--- src/rtl/fifo_pkg.sv ---
// Shared types and width helpers for the synchronous FIFO.
// Pointers and the occupancy count both carry one extra bit.
package fifo_pkg;

    typedef struct packed {
        logic overflow;
        logic underflow;
    } fifo_err_t;

    function automatic int ptr_w(input int depth);
        return $clog2(depth) + 1;
    endfunction

    function automatic int cnt_w(input int depth);
        return $clog2(depth) + 1;
    endfunction

endpackage

--- src/rtl/fifo_mem.sv ---
// Simple dual-port storage: one write port, one read port.
// SYNC_READ=0 gives a combinational read, SYNC_READ=1 a registered one.
module fifo_mem #(
    parameter int DATA_WIDTH = 32,
    parameter int DEPTH      = 32,
    parameter bit SYNC_READ  = 1'b0,
    localparam int AW        = $clog2(DEPTH)
) (
    input  logic                  i_clk,
    input  logic                  i_rst,
    input  logic                  i_we,
    input  logic [AW-1:0]         i_waddr,
    input  logic [DATA_WIDTH-1:0] i_wdata,
    input  logic                  i_re,
    input  logic [AW-1:0]         i_raddr,
    output logic [DATA_WIDTH-1:0] o_rdata
);

    logic [DATA_WIDTH-1:0] mem_q [DEPTH];

    // Storage is deliberately left unreset.
    always_ff @(posedge i_clk) begin
        if (i_we) begin
            mem_q[i_waddr] <= i_wdata;
        end
    end

    if (SYNC_READ) begin : g_sync
        logic [DATA_WIDTH-1:0] rdata_q;

        always_ff @(posedge i_clk or posedge i_rst) begin
            if (i_rst) begin
                rdata_q <= '0;
            end else if (i_re) begin
                rdata_q <= mem_q[i_raddr];
            end
        end

        assign o_rdata = rdata_q;
    end else begin : g_async
        logic unused_rd;

        assign unused_rd = i_re ^ i_rst;
        assign o_rdata   = mem_q[i_raddr];
    end

endmodule

--- src/rtl/fifo_sync_fwft.sv ---
// Single-clock FIFO with first-word-fall-through or registered read,
// registered occupancy flags, sticky error flags and synchronous flush.
module fifo_sync_fwft
    import fifo_pkg::*;
#(
    parameter int DATA_WIDTH = 32,
    parameter int DEPTH      = 32,
    parameter bit FWFT       = 1'b1,
    parameter int AFULL_LVL  = DEPTH - 4,
    parameter int AEMPTY_LVL = 4,
    localparam int AW        = $clog2(DEPTH)
) (
    input  logic                  i_clk,
    input  logic                  i_rst,
    input  logic                  i_flush,
    input  logic                  i_write_en,
    input  logic [DATA_WIDTH-1:0] i_data,
    input  logic                  i_read_en,
    output logic [DATA_WIDTH-1:0] o_data,
    output logic                  o_valid,
    output logic                  o_full,
    output logic                  o_empty,
    output logic                  o_almost_full,
    output logic                  o_almost_empty,
    output logic [AW:0]           o_count,
    output logic                  o_overflow,
    output logic                  o_underflow
);

    localparam int PW = ptr_w(DEPTH);
    localparam int CW = cnt_w(DEPTH);

    localparam logic [CW-1:0] AF_LVL  = CW'(AFULL_LVL);
    localparam logic [CW-1:0] AE_LVL  = CW'(AEMPTY_LVL);
    localparam logic [CW-1:0] DEPTH_C = CW'(DEPTH);
    localparam logic          AF_RST  = (AFULL_LVL <= 0);
    localparam logic          AE_RST  = (AEMPTY_LVL >= 0);

    typedef logic [PW-1:0] ptr_t;

    ptr_t            wr_ptr_q, wr_ptr_d;
    ptr_t            rd_ptr_q, rd_ptr_d;
    logic [CW-1:0]   count_q, count_d;
    logic            full_q, full_d;
    logic            empty_q, empty_d;
    logic            afull_q, afull_d;
    logic            aempty_q, aempty_d;
    logic            valid_q, valid_d;
    fifo_err_t       err_q, err_d;

    logic            wr_do;
    logic            rd_do;
    logic [DATA_WIDTH-1:0] mem_rdata;

    // Acceptance uses pre-edge flags; flush discards both requests.
    assign wr_do = i_write_en & ~full_q & ~i_flush;
    assign rd_do = i_read_en & ~empty_q & ~i_flush;

    always_comb begin
        wr_ptr_d = wr_ptr_q;
        rd_ptr_d = rd_ptr_q;
        count_d  = count_q;
        err_d    = err_q;
        valid_d  = 1'b0;

        if (i_flush) begin
            wr_ptr_d = '0;
            rd_ptr_d = '0;
            count_d  = '0;
            err_d    = '0;
        end else begin
            if (wr_do) begin
                wr_ptr_d = wr_ptr_q + PW'(1);
            end
            if (rd_do) begin
                rd_ptr_d = rd_ptr_q + PW'(1);
            end
            unique case ({wr_do, rd_do})
                2'b10:   count_d = count_q + CW'(1);
                2'b01:   count_d = count_q - CW'(1);
                default: count_d = count_q;
            endcase
            err_d.overflow  = err_q.overflow | (i_write_en & full_q);
            err_d.underflow = err_q.underflow | (i_read_en & empty_q);
            valid_d         = rd_do;
        end

        empty_d  = (wr_ptr_d == rd_ptr_d);
        full_d   = (wr_ptr_d[AW-1:0] == rd_ptr_d[AW-1:0]) &&
                   (wr_ptr_d[AW] != rd_ptr_d[AW]);
        afull_d  = (count_d >= AF_LVL);
        aempty_d = (count_d <= AE_LVL);
    end

    always_ff @(posedge i_clk or posedge i_rst) begin
        if (i_rst) begin
            wr_ptr_q <= '0;
            rd_ptr_q <= '0;
            count_q  <= '0;
            full_q   <= 1'b0;
            empty_q  <= 1'b1;
            afull_q  <= AF_RST;
            aempty_q <= AE_RST;
            valid_q  <= 1'b0;
            err_q    <= '0;
        end else begin
            wr_ptr_q <= wr_ptr_d;
            rd_ptr_q <= rd_ptr_d;
            count_q  <= count_d;
            full_q   <= full_d;
            empty_q  <= empty_d;
            afull_q  <= afull_d;
            aempty_q <= aempty_d;
            valid_q  <= valid_d;
            err_q    <= err_d;
        end
    end

    fifo_mem #(
        .DATA_WIDTH (DATA_WIDTH),
        .DEPTH      (DEPTH),
        .SYNC_READ  (!FWFT)
    ) u_mem (
        .i_clk   (i_clk),
        .i_rst   (i_rst),
        .i_we    (wr_do),
        .i_waddr (wr_ptr_q[AW-1:0]),
        .i_wdata (i_data),
        .i_re    (rd_do),
        .i_raddr (rd_ptr_q[AW-1:0]),
        .o_rdata (mem_rdata)
    );

    // In FWFT mode the head is masked to zero while empty.
    assign o_valid        = FWFT ? ~empty_q : valid_q;
    assign o_data         = (FWFT && empty_q) ? '0 : mem_rdata;
    assign o_full         = full_q;
    assign o_empty        = empty_q;
    assign o_almost_full  = afull_q;
    assign o_almost_empty = aempty_q;
    assign o_count        = count_q;
    assign o_overflow     = err_q.overflow;
    assign o_underflow    = err_q.underflow;

    a_count_ptr : assert property (@(posedge i_clk) disable iff (i_rst)
        count_q == CW'(wr_ptr_q - rd_ptr_q));
    a_not_full_empty : assert property (@(posedge i_clk) disable iff (i_rst)
        !(full_q && empty_q));
    a_count_max : assert property (@(posedge i_clk) disable iff (i_rst)
        count_q <= DEPTH_C);

endmodule
--- config.mk ---
export PLATFORM = sky130hd
export DESIGN_NAME = fifo_sync_fwft
export DESIGN_NICKNAME = d
export VERILOG_FILES = /design/src/rtl/fifo_pkg.sv /design/src/rtl/fifo_mem.sv /design/src/rtl/fifo_sync_fwft.sv
export SDC_FILE = /design/constraint.sdc
export NUM_CORES = 1
export LEC_CHECK = 0
export CAP_MARGIN = 40
export CORE_MARGIN = 2
export CORE_UTILIZATION = 29
export DETAILED_ROUTE_END_ITERATION = 6
export HOLD_SLACK_MARGIN = 0.1
export PLACE_DENSITY = 0.47
export SETUP_SLACK_MARGIN = 0.5
export SYNTH_ARGS = -nofsm -noshare
export SYNTH_HDL_FRONTEND = slang
export SYNTH_SLANG_ARGS = --single-unit
export TNS_END_PERCENT = 20
--- constraint.sdc ---
create_clock -name i_clk -period 3.43 [get_ports i_clk]
set_input_delay 0.343 -clock i_clk [delete_from_list [all_inputs] [get_ports i_clk]]
set_output_delay 0.343 -clock i_clk [all_outputs]
set_load 0.02 [all_outputs]
==> results.sh, run 1 <==
export IMPL_power_density_nw_per_um2=583
export IMPL_synth_area_leader_cell="edfxtp_1"
export IMPL_violations="negative setup slack"
export IMPL_synth_area_top_cells="edfxtp_1 (76%), mux4_2 (18%), dfrtp_1 (1.4%)"
export IMPL_grt_use_total_pct=15.4
export IMPL_drc=0
export IMPL_clock_sinks=1048
export IMPL_netlist_area_um2=40400
export IMPL_grt_pass1_wl_um=153000
export IMPL_synthTopCellsByCount="edfxtp_1 (1,024), mux4_2 (320), nor2_1 (88)"
export IMPL_pin_count=82
export IMPL_fmax_mhz=278
export IMPL_fin_util_pct=35.5
export IMPL_synth_async_reset_ratio_pct=2.29
export IMPL_clock_skew_ns=0.0225
export IMPL_die_x_um=377
export IMPL_status="finished with violations"
export IMPL_ys_seq_area_share_pct=77.5
export IMPL_via_count=19000
export IMPL_yosysWarningCount=0
export IMPL_path_class="register to output pin"
export IMPL_cp_end_kind="output pin"
export IMPL_min_path_cells=1
export IMPL_hold_path_class="input port to register"
export IMPL_yosys_most_used_dff="edfxtp_1"
export IMPL_dr_pass1_iters=5
export IMPL_syn_inst=1693
export IMPL_arrival_ns=3.26
export IMPL_avgViaCountPerCell=4.81
export IMPL_synth_edf_count=1024
export IMPL_wl_per_cell_um=27.7
export IMPL_num_rows=137
export IMPL_whs_ns=0.290
export IMPL_path_clk_slew_ns=0.06
export IMPL_gr_usage_met3_pct=3.03
export IMPL_slew_headroom_pct=33.7
export IMPL_tns_ns=-2.42
export IMPL_tightestPinTransition_ns=0.991
export IMPL_reg2reg_depth=8
export IMPL_hold_viol=0
export IMPL_leakagePower_nw=15.1
export IMPL_rsz0062_at_grt="true"
export IMPL_final_setup_worst_slack_ns=-0.170
export IMPL_ir_worst_vdd_mv=0.392
export IMPL_antenna_found_initial=5
export IMPL_place_congestion=0.717
export IMPL_slew_viol_final=0
export IMPL_die_h_um=377
export IMPL_initialDrtViolationCount=1849
export IMPL_grt_max_degree=45
export IMPL_cts_tree="built"
export IMPL_dp_cells=3713
export IMPL_synth_seq_cells=1048
export IMPL_synth_most_common_cell="edfxtp_1"
export IMPL_dp_hpwl_um=58100
export IMPL_core_area_um2=139000
export IMPL_syn_nets=1738
export IMPL_clock_latency_ns=0.71
export IMPL_nFillCells=12700
export IMPL_post_route_period_util_pct=105
export IMPL_cp_max_fo=6
export IMPL_overflow=0
export IMPL_top_usage_layer="met2"
export IMPL_drv_cap=0
export IMPL_drive_gt1_share_pct=36.8
export IMPL_cts_max_path_buffers=3
export IMPL_nNetsFinal=2036
export IMPL_root_buffer="clkbuf_16"
export IMPL_cp_required_ns=3.09
export IMPL_die_area_um2=142000
export IMPL_wl_um=110000
export IMPL_area_delta_synth_final_pct=22.1
export IMPL_cp_start_kind="register"
export IMPL_synth_top_area_share_pct=76.0
export IMPL_period_minus_slack_ns=3.60
export IMPL_portBuffers=81
export IMPL_ctsHtreeMaxLevel=3
export IMPL_final_setup_viol_count=30
export IMPL_postRouteAntennaNets=0
export IMPL_rrSetupSlack_ns=0.75
export IMPL_yosysUniqueCellTypes=44
export IMPL_avgSynthCellArea_um2=23.9
export IMPL_use_met1_pct=21.4
export IMPL_grt_pass1_vias=19700
export IMPL_power_total_mw=28.8
export IMPL_diodes=0
export IMPL_grtUsageMet2_pct=24.9
export IMPL_stdcell_count=3956
export IMPL_start_util_pct=29.1
export IMPL_cts_buffers=107
## routing by layer
layer / share of wire, % / up-vias
met2: 49 / 535
met3: 5.6 / 137
li1: - / 7852
met1: 44 / 10500
met5: 0.042 / -
met4: 1.8 / 6
## sequential cells by signal, indices dropped and copies added, names as in the netlist
| signal | cells |
|---|---|
| o_full | 1 |
| o_almost_full | 1 |
| o_empty | 1 |
| o_underflow | 1 |
| o_almost_empty | 1 |
| o_overflow | 1 |
| o_count | 6 |
| rd_ptr_q | 6 |
| u_mem.mem_q | 1024 |
| wr_ptr_q | 6 |
## final cells by class
class | instances | area, um^2 | area share, %
tap | 1876 | 2350 | 4.75
multi-input combinational | 543 | 8990 | 18.2
clock buffer | 124 | 2740 | 5.55
inverter | 11 | 41.3 | 0.0836
clock inverter | 74 | 729 | 1.48
sequential | 1048 | 31400 | 63.5
timing repair buffer | 280 | 3160 | 6.40
## logic make-up after synthesis
family | synth area share [%]
AO/OA/AOI/OAI | 0.405
flip-flops | 77.5
XOR/XNOR | 0.368
buffers and inverters | 1.13
AND/OR/NAND/NOR | 1.52
multiplexers | 18.8
adder cells (fa/ha/maj) | 0.247
## worst paths after layout
kind / to / from
max reg2reg: o_almost_full / o_empty
max: o_data[9] / rd_ptr_q[0]
min in group asynchronous: o_count[5] / i_rst
min reg2reg: rd_ptr_q[5] / rd_ptr_q[5]
max in group asynchronous: o_empty / i_rst
min: u_mem.mem_q[13][20] / i_data[20]
## cell usage in the layout, fill, tap and decap left out, drive strengths merged, types with 3 or more instances in the layout
cell           synthesis  layout
mux4                 320     320
or3b                   3       3
ha                     8       8
nand3                  3       3
inv                   11      15
nor2b                  6       6
nor3                   5       5
clkinvlp               0       7
o21ai                  3       3
dlygate4sd2            0       4
clkbuf                41     128
nand2                 12      12
xor2                   9       9
clkinv                 0      49
nor2                  88      88
bufinv                 0      14
a21oi                  6       6
buf                   50     221
nand3b                 7       7
mux2i                 39      39
xnor2                  8       8
dfrtp                 22      22
clkdlybuf4s50          0      49
edfxtp              1024    1024
## report_power, final
part	internal, mW	switching (mW)	leakage (nW)
Clock	6.76	4.86	1.70
Sequential	14.1	0.0423	9.53
Combinational	1.60	1.38	3.85
Total	22.5	6.29	15.1
## stage by stage
| stage | area [um^2] | setup WS (ns) |
|---|---|---|
| floorplan | 40400 | 0.524 |
| global placement | 44900 | -0.126 |
| detailed placement | 45200 | -0.176 |
| CTS | 49000 | -0.303 |
| global route | 49400 | -0.285 |
| finish | 49400 | -0.170 |
## repair_timing
item / 4_1_cts / 5_1_grt
endpoints found under the setup margin: 34 / 34
cloned: 4 / 4
endpoints found under the hold margin: 6 / 0
hold buffers: 1 / 0
buffers inserted: 13 / 13
resized for setup: 153 / 23
## critical path, cell delays in order (launching register included)
cell,delay [ns]
dfrtp_4,0.49
buf_6,0.14
buf_12,0.14
buf_12,0.14
buf_12,0.14
mux4_2,0.44
mux4_2,0.51
mux2i_4,0.23
buf_6,0.14
nor2_4,0.03
buf_6,0.15
No activity file was read; power rests on OpenSTA's default activity.
==> run 2: changes to the inputs <==
--- a/config.mk
+++ b/config.mk
@@ -7,10 +7,11 @@
 export LEC_CHECK = 0
 export CAP_MARGIN = 40
 export CORE_MARGIN = 2
-export CORE_UTILIZATION = 29
+export CORE_UTILIZATION = 62
 export DETAILED_ROUTE_END_ITERATION = 6
+export GPL_TIMING_DRIVEN = 0
 export HOLD_SLACK_MARGIN = 0.1
-export PLACE_DENSITY = 0.47
+export PLACE_DENSITY = 0.83
 export SETUP_SLACK_MARGIN = 0.5
 export SYNTH_ARGS = -nofsm -noshare
 export SYNTH_HDL_FRONTEND = slang
==> run 2 against run 1 <==
Compared with the run above:
- the run ends with design-rule violations, negative setup slack left
- fmax fell by 5.0%
- via count is 20% higher
- global-route usage up 23 points
- register-to-register slack got worse by 0.25 ns
- non-clock buffer count grew 36
- setup slack worse by 0.19 ns
==> results.sh, run 2 (synthesis results as in run 1) <==
export IMPL_pin_count=82
export IMPL_area_delta_synth_final_pct=20.6
export IMPL_cp_max_fo=5
export IMPL_slowest_stage="mux4_2"
export IMPL_cts_buffers=98
export IMPL_die_h_um=259
export IMPL_die_area_um2=67300
export IMPL_root_buffer="clkbuf_16"
export IMPL_cts_tree="built"
export IMPL_cts_max_path_buffers=3
export IMPL_crit_chain="buf_12, buf_12, buf_16, buf_12, buf_16, buf_4, mux4_2, mux4_2, mux2i_2, nor2_1, buf_2"
export IMPL_power_total_mw=29.6
export IMPL_slowest_delay_ns=0.54
export IMPL_overflow=0
export IMPL_place_congestion=0.848
export IMPL_path_class="register to output pin"
export IMPL_period_minus_slack_ns=3.79
export IMPL_slew_headroom_pct=30.5
export IMPL_drive_gt1_share_pct=36.8
export IMPL_pre_cts_ws_ns=-0.731
export IMPL_via_count=22800
export IMPL_hold_viol=0
export IMPL_layout_commonest_cell="edfxtp_1"
export IMPL_grt_use_total_pct=38.0
export IMPL_stdcell_count=2958
export IMPL_leakagePower_nw=15.2
export IMPL_cp_end_kind="output pin"
export IMPL_wl_um=134000
export IMPL_antenna_found_initial=2
export IMPL_clock_latency_ns=0.69
export IMPL_dr_pass1_iters=7
export IMPL_ctsHtreeMaxLevel=3
export IMPL_tightestPinTransition_ns=1.04
export IMPL_rsz0062_at_grt="true"
export IMPL_critPathMostFrequentCell="buf_12"
export IMPL_drv_cap=0
export IMPL_status="finished with violations"
export IMPL_path_buf_inv=7
export IMPL_ir_worst_vdd_mv=0.447
export IMPL_path_delay_family="multiplexers"
export IMPL_postRouteAntennaNets=0
export IMPL_power_density_nw_per_um2=606
export IMPL_final_cell_mix="edfxtp_1 (1,024), mux4_2 (320), clkbuf_16 (105), buf_12 (57), nor2_1 (50)"
export IMPL_grt_pass1_vias=22200
export IMPL_arrival_ns=3.45
export IMPL_num_rows=93
export IMPL_final_setup_viol_count=32
export IMPL_die_x_um=259
export IMPL_largest_reg_flops=1024
export IMPL_cp_required_ns=3.09
export IMPL_drc=1
export IMPL_initialDrtViolationCount=4609
export IMPL_violations="design-rule violations, negative setup slack"
export IMPL_cp_start_kind="register"
export IMPL_wl_per_cell_um=45.2
export IMPL_multi_input_area_um2=8990
export IMPL_nNetsFinal=2063
export IMPL_grt_pass1_wl_um=172000
export IMPL_clock_sinks=1048
export IMPL_fmax_mhz=264
export IMPL_final_setup_worst_slack_ns=-0.358
export IMPL_grt_max_degree=33
export IMPL_clock_skew_ns=0.0305
export IMPL_core_area_um2=64500
export IMPL_ff_latch_area_um2=31400
export IMPL_slew_viol_final=0
export IMPL_dp_hpwl_um=62600
export IMPL_path_clk_slew_ns=0.06
export IMPL_post_route_period_util_pct=110
export IMPL_start_util_pct=62.7
export IMPL_nFillCells=3084
export IMPL_avgViaCountPerCell=7.72
export IMPL_hold_path_class="input port to register"
export IMPL_dp_cells=2691
export IMPL_portBuffers=81
export IMPL_regMostFlops="u_mem.mem_q"
run 2: cell types whose count changed in the layout (fill, tap and decap cells not counted), sizes merged:
cell	change
diode	+2
clkinvlp	-5
clkbuf	+28
bufbuf	-1
dlygate4sd2	-4
buf	-1
inv	-2
bufinv	+1
clkinv	+5
run 2: where the power goes:
group	internal [mW]	leakage [nW]	switching [mW]
Sequential	14.1	9.53	0.0500
Clock	6.52	1.64	5.25
Combinational	1.78	4.07	1.85
run 2: cell type report:
cell class,instances,share of cell area (%)
flip-flops and latches,1048,64.3
multi-input cells,543,18.4
repair buffers,225,6.07
clock buffers,110,5.25
well taps,855,2.19
plain buffers,91,2.13
clock inverters,73,1.57
inverters,11,0.0846
diodes,2,0.0103
run 2: worst reg2reg max path, stage by stage, from the launching register on:
cell      delay, ns
dfrtp_2        0.44
nand2b_4       0.18
nor2_4         0.14
buf_4          0.16
nand2_1        0.49
nor2_4         0.88
buf_12         0.29
run 2: what timing repair did:
action | 4_1_cts | 5_1_grt
endpoints found under the hold margin | 2 | 0
resized for setup | 317 | 72
gates cloned | 6 | 4
endpoints found under the setup margin | 614 | 193
hold buffers | 1 | 0
pin swaps | 2 | 13
buffers inserted | 9 | 35
run 2: final timing paths:
| path | startpoint | endpoint | slack [ns] | depth (start not counted) |
|---|---|---|---|---|
| max | rd_ptr_q[0] | o_data[7] | -0.36 | 11 |
| max reg2reg | o_full | u_mem.mem_q[26][20] | 0.50 | 6 |
| min | i_data[21] | u_mem.mem_q[25][21] | 0.35 | 1 |
| max in group asynchronous | i_rst | o_empty | 2.54 | 4 |
| min reg2reg | o_overflow | o_overflow | 0.51 | 2 |
| min in group asynchronous | i_rst | o_count[3] | 0.44 | 3 |
run 2: routing by layer:
| layer | up-vias | GRT usage, % | routed length (um) |
|---|---|---|---|
| met5 | - | 0 | 0 |
| li1 | 7895 | - | - |
| met4 | 0 | 22.8 | 10900 |
| met1 | 11500 | 49.0 | 40100 |
| met3 | 649 | 9.34 | 19100 |
| met2 | 2798 | 59.5 | 63500 |
run 2: metrics by stage:
stage	hold slack [ns]	area (um^2)	util [%]	setup TNS (ns)
detailed placement	0.488	43600	67.7	-102.00
floorplan	0.356	40400	-	0
global route	0.341	48800	75.7	-8.07
CTS	0.428	47700	74.0	-5.66
global placement	0.481	42300	65.7	-1907.00
finish	0.349	48800	75.7	-8.17
==> run 3: changes to the inputs <==
--- a/config.mk
+++ b/config.mk
@@ -11,7 +11,9 @@
 export DETAILED_ROUTE_END_ITERATION = 6
 export GPL_TIMING_DRIVEN = 0
 export HOLD_SLACK_MARGIN = 0.1
+export MAX_ROUTING_LAYER = met4
 export PLACE_DENSITY = 0.83
+export REMOVE_ABC_BUFFERS = 1
 export SETUP_SLACK_MARGIN = 0.5
 export SYNTH_ARGS = -nofsm -noshare
 export SYNTH_HDL_FRONTEND = slang
==> run 3 against run 2 <==
Compared with the run above:
- the flow finishes with violations (negative setup slack)
- clock skew fell by 0.0033 ns
- via count up 2.6%
- sequential share of layout area down 0.98 points
- combinational power increased by 1%
- non-clock buffer count is 25 lower
- fmax grew 2.2%
- die area stayed put
- count of clock-buffer cells in the layout increased by 8
- setup slack better by 0.083 ns
- final cell count down 0.68%
- sequential power hardly changed
- worst hold slack got worse by 0.15 ns
- critical endpoint is now o_data[17]
- highest routed layer unchanged
==> results.sh, run 3 (synthesis results as in run 1) <==
export IMPL_use_met1_pct=53.5
export IMPL_root_buffer="clkbuf_16"
export IMPL_wl_um=137000
export IMPL_leakagePower_nw=15.5
export IMPL_final_cell_mix="edfxtp_1 (1,024), mux4_2 (320), clkbuf_16 (104), buf_16 (73), buf_4 (58)"
export IMPL_tightestPinTransition_ns=1.05
export IMPL_area_delta_synth_final_pct=22.6
export IMPL_period_minus_slack_ns=3.71
export IMPL_final_setup_worst_slack_ns=-0.275
export IMPL_top_usage_layer="met2"
export IMPL_tns_ns=-4.43
export IMPL_cp_end_kind="output pin"
export IMPL_clock_latency_ns=0.68
export IMPL_power_total_mw=29.6
export IMPL_status="finished with violations"
export IMPL_switchingPower_mw=7.11
export IMPL_ir_worst_vdd_mv=0.448
export IMPL_violations="negative setup slack"
export IMPL_dp_hpwl_um=58100
export IMPL_die_area_um2=67300
export IMPL_cp_start_kind="register"
export IMPL_swShare_pct=24.0
export IMPL_cp_required_ns=3.09
export IMPL_dr_pass1_iters=7
export IMPL_initialDrtViolationCount=4764
export IMPL_grt_pass1_vias=22500
export IMPL_place_congestion=0.775
export IMPL_ctsHtreeMaxLevel=3
export IMPL_slew_viol_final=0
export IMPL_pin_count=82
export IMPL_post_route_period_util_pct=108
export IMPL_drv_cap=0
export IMPL_die_h_um=259
export IMPL_grt_use_total_pct=41.7
export IMPL_path_class="register to output pin"
export IMPL_nFillCells=2928
export IMPL_cts_max_path_buffers=3
export IMPL_cp_max_fo=8
export IMPL_clock_sinks=1048
export IMPL_seqPwrFrac_pct=47.9
export IMPL_grt_max_degree=39
export IMPL_gr_usage_met3_pct=10.9
export IMPL_cts_buffers=100
export IMPL_postRouteAntennaNets=0
export IMPL_portBuffers=81
export IMPL_via_count=23400
export IMPL_p_int_mw=22.5
export IMPL_die_x_um=259
export IMPL_wl_per_cell_um=46.8
export IMPL_arrival_ns=3.36
export IMPL_grt_pass1_wl_um=182000
export IMPL_path_clk_slew_ns=0.06
export IMPL_layout_commonest_cell="edfxtp_1"
export IMPL_drive_gt1_share_pct=37.0
export IMPL_final_setup_viol_count=32
export IMPL_cts_tree="built"
export IMPL_clkPwrFrac_pct=39.7
export IMPL_rsz0062_at_grt="true"
export IMPL_avgViaCountPerCell=7.98
export IMPL_drc=0
export IMPL_core_area_um2=64500
export IMPL_hold_path_class="input port to register"
export IMPL_fmax_mhz=270
export IMPL_hold_viol=0
export IMPL_overflow=0
export IMPL_combPwrFrac_pct=12.4
export IMPL_nNetsFinal=2040
export IMPL_power_density_nw_per_um2=597
export IMPL_num_rows=93
export IMPL_regMostFlops="u_mem.mem_q"
export IMPL_antenna_found_initial=3
export IMPL_largest_reg_flops=1024
export IMPL_grtUsageMet2_pct=61.3
export IMPL_slew_headroom_pct=29.6
export IMPL_clock_skew_ns=0.0271
export IMPL_start_util_pct=62.7
[run 3: changes by cell type in the layout (fill, tap and decap cells not counted), moves of 5 or more]
| cell | before | now |
|---|---|---|
| buf_12 | 57 | 48 |
| clkbuf_1 | 32 | 16 |
| clkinv_2 | 24 | 15 |
| buf_16 | 24 | 73 |
| buf_8 | 39 | 28 |
| buf_2 | 22 | 12 |
| mux2i_4 | 0 | 6 |
| buf_1 | 6 | 0 |
| buf_4 | 43 | 58 |
| buf_6 | 29 | 14 |
| clkbuf_4 | 10 | 0 |
| clkbuf_2 | 6 | 0 |
| dfrtp_4 | 0 | 5 |
[run 3: worst paths after layout]
kind,start,slack [ns],to,depth (start not counted)
worst max-delay path,rd_ptr_q[0],-0.28,o_data[17],8
worst min-delay path,i_flush,0.20,o_count[5],2
worst max register to register,o_full,0.28,o_almost_empty,11
worst min register to register,o_overflow,0.51,o_overflow,2
max in group asynchronous,i_rst,2.58,o_almost_empty,4
min in group asynchronous,i_rst,0.42,o_overflow,3
[run 3: layer usage]
layer | wire, um | vias to the layer above
met5 | 0 | -
li1 | - | 7878
met1 | 42100 | 11700
met4 | 11000 | 0
met3 | 20700 | 744
met2 | 63700 | 3077
[run 3: area by class of cell]
type | count | area (um^2) | share of cell area [%]
inverter | 11 | 41.3 | 0.0833
clock buffer | 118 | 2610 | 5.27
clock inverter | 68 | 696 | 1.40
antenna | 4 | 10.0 | 0.0202
sequential | 1048 | 31400 | 63.3
multi-input combinational | 543 | 9030 | 18.2
tap | 855 | 1070 | 2.16
timing repair buffer | 291 | 4750 | 9.57
[run 3: repair_timing]
item,CTS,global route
resized for setup,231,9
cloned,29,2
setup buffers,73,9
pin swaps,20,3
endpoints found under the setup margin,907,35
hold endpoints to repair,22,0
hold buffers,1,0
[run 3: stage by stage]
stage	utilization (%)	area, um^2	setup WS, ns	hold WS [ns]	instances
6_report	76.9	49600	-0.275	0.199	2938
4_1_cts	75.9	49000	-0.157	0.392	2894
2_1_floorplan	-	40000	-8.08	0.356	1602
3_5_place_dp	68.0	43800	-0.598	0.488	2605
5_1_grt	76.9	49600	-0.255	0.234	2937
3_3_place_gp	65.0	41900	-12.97	0.478	2538
[run 3: critical path, cell delays in order, from the launching register on]
cell     delay (ns)
dfrtp_4        0.54
buf_12         0.14
buf_16         0.17
buf_16         0.18
mux4_2         0.58
mux4_2         0.54
mux2i_4        0.29
nor2_1         0.07
buf_2          0.16
[run 3: power by group through the flow]
stage	Combinational, mW	Sequential, mW	Clock [mW]
final	3.67	14.2	11.8
after floorplan	1.81	14.8	0
after CTS	3.37	14.2	11.4
after global placement	2.09	14.8	0
after global routing	3.75	14.2	12.1
after detailed placement	2.42	14.5	0
